===== config.mk =====
export PLATFORM = sky130hd
export DESIGN_NAME = sram_ctrl
export DESIGN_NICKNAME = d
export VERILOG_FILES = /design/src/rtl/scp_mem_pkg.sv /design/src/rtl/sram_ctrl.sv
export SDC_FILE = /design/constraint.sdc
export NUM_CORES = 1
export LEC_CHECK = 0
export ABC_CLOCK_PERIOD_IN_PS = 2900
export CAP_MARGIN = 0
export CORE_UTILIZATION = 30
export CTS_BUF_LIST = sky130_fd_sc_hd__clkbuf_2 sky130_fd_sc_hd__clkbuf_4 sky130_fd_sc_hd__clkbuf_8
export CTS_CLUSTER_DIAMETER = 150
export DETAILED_ROUTE_END_ITERATION = 10
export PLACE_DENSITY = 0.67
export SETUP_SLACK_MARGIN = 0.3
export SLEW_MARGIN = 20
export SYNTH_ARGS = -nofsm -noshare
export SYNTH_HDL_FRONTEND = slang
export SYNTH_SLANG_ARGS = --single-unit
export TNS_END_PERCENT = 20

===== constraint.sdc =====
create_clock -name clk -period 2.9 [get_ports clk]
set_clock_uncertainty 0.2 [all_clocks]
set_input_delay 0.87 -clock clk [delete_from_list [all_inputs] [get_ports clk]]
set_output_delay 0.87 -clock clk [all_outputs]
set_load 0.005 [all_outputs]

===== src/rtl/scp_mem_pkg.sv =====
// Shared definitions for the SRAM access controller: bus widths, the default
// access length and the controller state encoding.
package scp_mem_pkg;

  localparam int SRAM_ADDR_W     = 17;
  localparam int SRAM_DATA_W     = 16;
  localparam int WAIT_CYCLES_DEF = 2;
  localparam int CNT_W           = 4;

  typedef enum logic [1:0] {
    ST_IDLE   = 2'd0,
    ST_SETUP  = 2'd1,
    ST_ACCESS = 2'd2,
    ST_HOLD   = 2'd3
  } sram_state_t;

  // Expands the two byte-lane enables into a 16-bit data mask.
  function automatic logic [SRAM_DATA_W-1:0] lane_mask(input logic [1:0] be);
    return {{8{be[1]}}, {8{be[0]}}};
  endfunction

endpackage


===== src/rtl/sram_ctrl.sv =====
// Asynchronous 16-bit SRAM controller. One transfer runs
// IDLE -> SETUP -> ACCESS (WAIT_CYCLES cycles) -> HOLD -> IDLE.
// Every pad strobe and status output is a flop, so the values driven in a
// cycle are computed from the state being entered at the edge that starts it.
//
// Request handshake: req/we/addr/byte_en/wdata are sampled only at an edge
// where the controller is IDLE (busy=0); that edge accepts the request and
// latches all of its fields. While busy=1, req is ignored completely. done is
// a single-cycle pulse in the HOLD cycle; busy falls at the following edge.
module sram_ctrl
  import scp_mem_pkg::*;
#(
  parameter int WAIT_CYCLES = WAIT_CYCLES_DEF
) (
  input  logic                   clk,
  input  logic                   rst,
  input  logic                   req,
  input  logic                   we,
  input  logic [SRAM_ADDR_W-1:0] addr,
  input  logic [1:0]             byte_en,
  input  logic [SRAM_DATA_W-1:0] wdata,
  output logic [SRAM_DATA_W-1:0] rdata,
  output logic                   busy,
  output logic                   done,
  output logic [SRAM_ADDR_W-1:0] sram_addr,
  output logic [SRAM_DATA_W-1:0] sram_dq_out,
  output logic                   sram_dq_oe,
  input  logic [SRAM_DATA_W-1:0] sram_dq_in,
  output logic                   sram_ce_n,
  output logic                   sram_oe_n,
  output logic                   sram_we_n,
  output logic                   sram_ub_n,
  output logic                   sram_lb_n
);

  // The state register is the controller's observable status.
  sram_state_t      state_q;
  sram_state_t      state_d;
  logic [CNT_W-1:0] cnt_q;
  logic [CNT_W-1:0] cnt_d;
  logic             we_q;
  logic [1:0]       be_q;

  logic                   accept;
  logic                   capture;
  logic                   we_d;
  logic [1:0]             be_d;
  logic                   active_d;
  logic [SRAM_ADDR_W-1:0] addr_d;
  logic [SRAM_DATA_W-1:0] dq_out_d;
  logic [SRAM_DATA_W-1:0] rdata_d;
  logic                   ce_n_d;
  logic                   oe_n_d;
  logic                   we_n_d;
  logic                   ub_n_d;
  logic                   lb_n_d;
  logic                   dq_oe_d;

  // Next-state logic and ACCESS-length down-counter.
  always_comb begin
    state_d = state_q;
    cnt_d   = cnt_q;
    unique case (state_q)
      ST_IDLE: begin
        if (req) state_d = ST_SETUP;
      end
      ST_SETUP: begin
        state_d = ST_ACCESS;
        cnt_d   = CNT_W'(WAIT_CYCLES - 1);
      end
      ST_ACCESS: begin
        if (cnt_q == '0) state_d = ST_HOLD;
        else             cnt_d   = cnt_q - 1'b1;
      end
      ST_HOLD: begin
        state_d = ST_IDLE;
      end
      default: begin
        state_d = ST_IDLE;
        cnt_d   = '0;
      end
    endcase
  end

  // Values the registered outputs take at the next edge. Write and read
  // strobes are gated by the latched direction, so we_n=0 and oe_n=0 can
  // never coincide, nor can dq_oe=1 with oe_n=0.
  always_comb begin
    accept   = (state_q == ST_IDLE) && req;
    capture  = (state_q == ST_ACCESS) && (cnt_q == '0) && !we_q;
    we_d     = accept ? we : we_q;
    be_d     = accept ? byte_en : be_q;
    addr_d   = accept ? addr : sram_addr;
    dq_out_d = accept ? wdata : sram_dq_out;
    active_d = (state_d == ST_SETUP) || (state_d == ST_ACCESS);
    ce_n_d   = (state_d == ST_IDLE);
    oe_n_d   = !(active_d && !we_d);
    we_n_d   = !((state_d == ST_ACCESS) && we_d);
    ub_n_d   = (state_d == ST_IDLE) ? 1'b1 : !be_d[1];
    lb_n_d   = (state_d == ST_IDLE) ? 1'b1 : !be_d[0];
    dq_oe_d  = (state_d != ST_IDLE) && we_d;
    rdata_d  = capture ? (sram_dq_in & lane_mask(be_q)) : rdata;
  end

  // All state and registered outputs; reset aborts any transfer silently.
  always_ff @(posedge clk) begin
    if (rst) begin
      state_q     <= ST_IDLE;
      cnt_q       <= '0;
      we_q        <= 1'b0;
      be_q        <= 2'b00;
      rdata       <= '0;
      busy        <= 1'b0;
      done        <= 1'b0;
      sram_addr   <= '0;
      sram_dq_out <= '0;
      sram_dq_oe  <= 1'b0;
      sram_ce_n   <= 1'b1;
      sram_oe_n   <= 1'b1;
      sram_we_n   <= 1'b1;
      sram_ub_n   <= 1'b1;
      sram_lb_n   <= 1'b1;
    end else begin
      state_q     <= state_d;
      cnt_q       <= cnt_d;
      we_q        <= we_d;
      be_q        <= be_d;
      rdata       <= rdata_d;
      busy        <= (state_d != ST_IDLE);
      done        <= (state_d == ST_HOLD);
      sram_addr   <= addr_d;
      sram_dq_out <= dq_out_d;
      sram_dq_oe  <= dq_oe_d;
      sram_ce_n   <= ce_n_d;
      sram_oe_n   <= oe_n_d;
      sram_we_n   <= we_n_d;
      sram_ub_n   <= ub_n_d;
      sram_lb_n   <= lb_n_d;
    end
  end

endmodule


==> impl_metrics.ini <==
[sta]
fmax_mhz = 402
finalMaxSlewViolations = 0
fin_tns_setup_ps = 0
rsz0062_at_grt = no
relSlewSlack = 0.366
fin_crit_ps = 2490
period_share = 0.858
setup_viol = 0
fin_hold_ws_ps = 251
tightest_slew_ps = 952
hold_viol_final = 0
fin_ws_ps = 412

[detailed_routing]
antenna_left = 0
drtPass1Iterations = 4
routed_wl_um = 6560
routed_via_density = 4.59
drc = 0
routedWlPerCell_um = 12.5
dr.first_iter.drc_count = 62
via_count = 2406

[worst_setup_path]
max_stage_delay_ps = 510
end_kind = flop
critical_path.top_delay_family = simple AND/OR/NAND/NOR gates
required_ps = 2920
crit_arrival_ps = 2510
crit_path_start_kind = primary input
critical_path.cell_chain = clkdlybuf4s50_1, nor3b_1, a211o_1, ha_1, or2_2, or2_2
path_common_cell = or2_2
cp_slowest_cell = clkdlybuf4s50_1
path_buf_inv = 1
crit_type = in2reg
crit_fanout = 3

[die]
die_y_um = 94.7
rows = 33
initial_utilization = 0.312
core_area_um2 = 8260
die_width_um = 94.7
ios = 112
die-area_um2 = 8960

[cts]
clock_latency_ps = 330
cts_buffer_depth = 2
cts_tree = built
holdBufCountCts = 0
post_cts_resized = 0
h-tree-depth = 3
cts_sinks = 66
cts_setup_buffers = 0
cts_root_buf = clkbuf_8
clk_pin_slew_ps = 70
numCtsBuffers = 9

[synth]
synth_area_um2 = 2580
syn_area_per_cell_um2 = 8.31
yosysWarnings = 0
ys.flop_type = dfxtp_1
synthArstFlopShare = 0
yosysUniqueCellTypes = 29
postSynthCellCount = 310
syn-num-nets = 375
synth-edff-count = 0
yosysSeqAreaShare = 0.513
ys_ff_latch = 66

[power_and_ir_drop]
p_leak_nw = 1.44
internal_power_w = 0.00210
power.switching_w = 0.000997
max-vdd-ir-drop_mv = 0.527
swShare = 0.322
clkPwrFrac = 0.270
pwr-share-seq = 0.372
power_density_nw_per_um2 = 780
combPwrFrac = 0.358

[status]
outcome = complete, no violations

[final_layout]
drive_gt1_frac = 0.0668
fin_nets = 479
area_delta_synth_final_pct = 54.0
antenna_cells = 0
layout.cells.non_filler = 524
fill_cells = 831

[global_routing]
antenna_found_initial = 0
grt_overflow = 0
grt_usage = 0.149
grt_pass1_vias = 2187
grt_max_degree = 38
grt_pass1_wl_um = 10200

[place]
place_congestion = 0.742
place_ws_ps = 51.6
hpwl_um = 4520
io_buffers = 111
place_inst = 508

[run]
max-cap-violations = 0

[hold_path]
hp-class = reg2reg
sequential cells by signal (all words and copies together) (netlist names), 2 cells and up:
register and flops:
be_q 2, sram_dq_out 16, state_q 2, rdata 16, cnt_q 4, sram_addr 17
per-stage QoR:
step                      instance area, µm²  power, W  utilization
after global placement                  3740   0.00227        0.453
after global routing                    3970   0.00333        0.480
final                                   3970   0.00310        0.480
after detailed placement                3740   0.00230        0.453
after floorplan                         2580   0.00182            -
after CTS                               3970   0.00315        0.480
power groups by stage:
stage | combinational [W] | sequential [W] | clock (W)
5_1_grt | 0.00124 | 0.00117 | 0.000908
6_report | 0.00111 | 0.00115 | 0.000835
3_5_place_dp | 0.00113 | 0.00117 | 0
2_1_floorplan | 0.000660 | 0.00116 | 0
4_1_cts | 0.00113 | 0.00115 | 0.000864
3_3_place_gp | 0.00110 | 0.00117 | 0
path summary, 6_finish.rpt:
kind                               start                           to  slack, ps  cells past startpoint
min reg2reg  sram_dq_out[1]$_SDFFE_PP0N_  sram_dq_out[1]$_SDFFE_PP0N_        250                      2
max                                  req         sram_ub_n$_SDFF_PP1_        410                      6
max reg2reg        cnt_q[0]$_SDFFE_PP0P_         sram_ub_n$_SDFF_PP1_        520                      7
min          sram_dq_out[1]$_SDFFE_PP0N_  sram_dq_out[1]$_SDFFE_PP0N_        250                      2
layout by cell type (no fill, tap or decap), types with 2 or more instances in the layout:
cell type / netlist / layout
clkinvlp_4: 0 / 2
a21oi_1: 51 / 51
ha_1: 10 / 10
buf_4: 0 / 6
inv_1: 7 / 7
or3_1: 16 / 16
a211o_1: 2 / 2
nand2b_1: 3 / 3
or2_2: 3 / 3
nand2_1: 85 / 85
clkdlybuf4s50_1: 0 / 110
nor2_1: 10 / 10
dfxtp_1: 66 / 66
o21ai_0: 16 / 16
clkbuf_8: 0 / 13
mux2i_1: 4 / 4
tightest hold or removal path, stage by stage (launching register included):
cell	delay (ps)
dfxtp_1	310
nand2_1	50
a21oi_1	50
kinds of logic (layout without fill, tap and decap cells):
logic type	Yosys count	count (layout)	synth area share
compound gates	71	71	0.144
fa+ha+maj	10	10	0.0486
flops	66	66	0.513
buf+inv	31	140	0.0554
mux	5	5	0.0199
simple gates	127	127	0.220
per-layer routing:
layer  track usage  part of all wire
met3        0.0338             0.056
met4        0.0871             0.022
met2         0.240              0.48
met5             0                 0
met1         0.180              0.44
layout make-up:
| cell class | instances | area (µm²) | share of cell area |
|---|---|---|---|
| tap | 105 | 131 | 0.0331 |
| clock buffer | 13 | 179 | 0.0451 |
| sequential | 66 | 1320 | 0.333 |
| clock inverter | 3 | 45.0 | 0.0114 |
| timing repair buffer | 117 | 1150 | 0.290 |
| multi-input combinational | 213 | 1110 | 0.280 |
| inverter | 7 | 26.3 | 0.00662 |
Yosys cell counts, types with 4 or more instances:
cell,n,area share
or3_1,16,0.039
buf_1,5,0.0073
ha_1,10,0.049
dfxtp_1,66,0.51
nand2_1,85,0.12
inv_1,7,0.010
o21ai_0,16,0.031
a21oi_1,51,0.099
clkbuf_1,13,0.019
nor2_1,10,0.015
mux2i_1,4,0.016
Power figures use the tool's default switching activity.
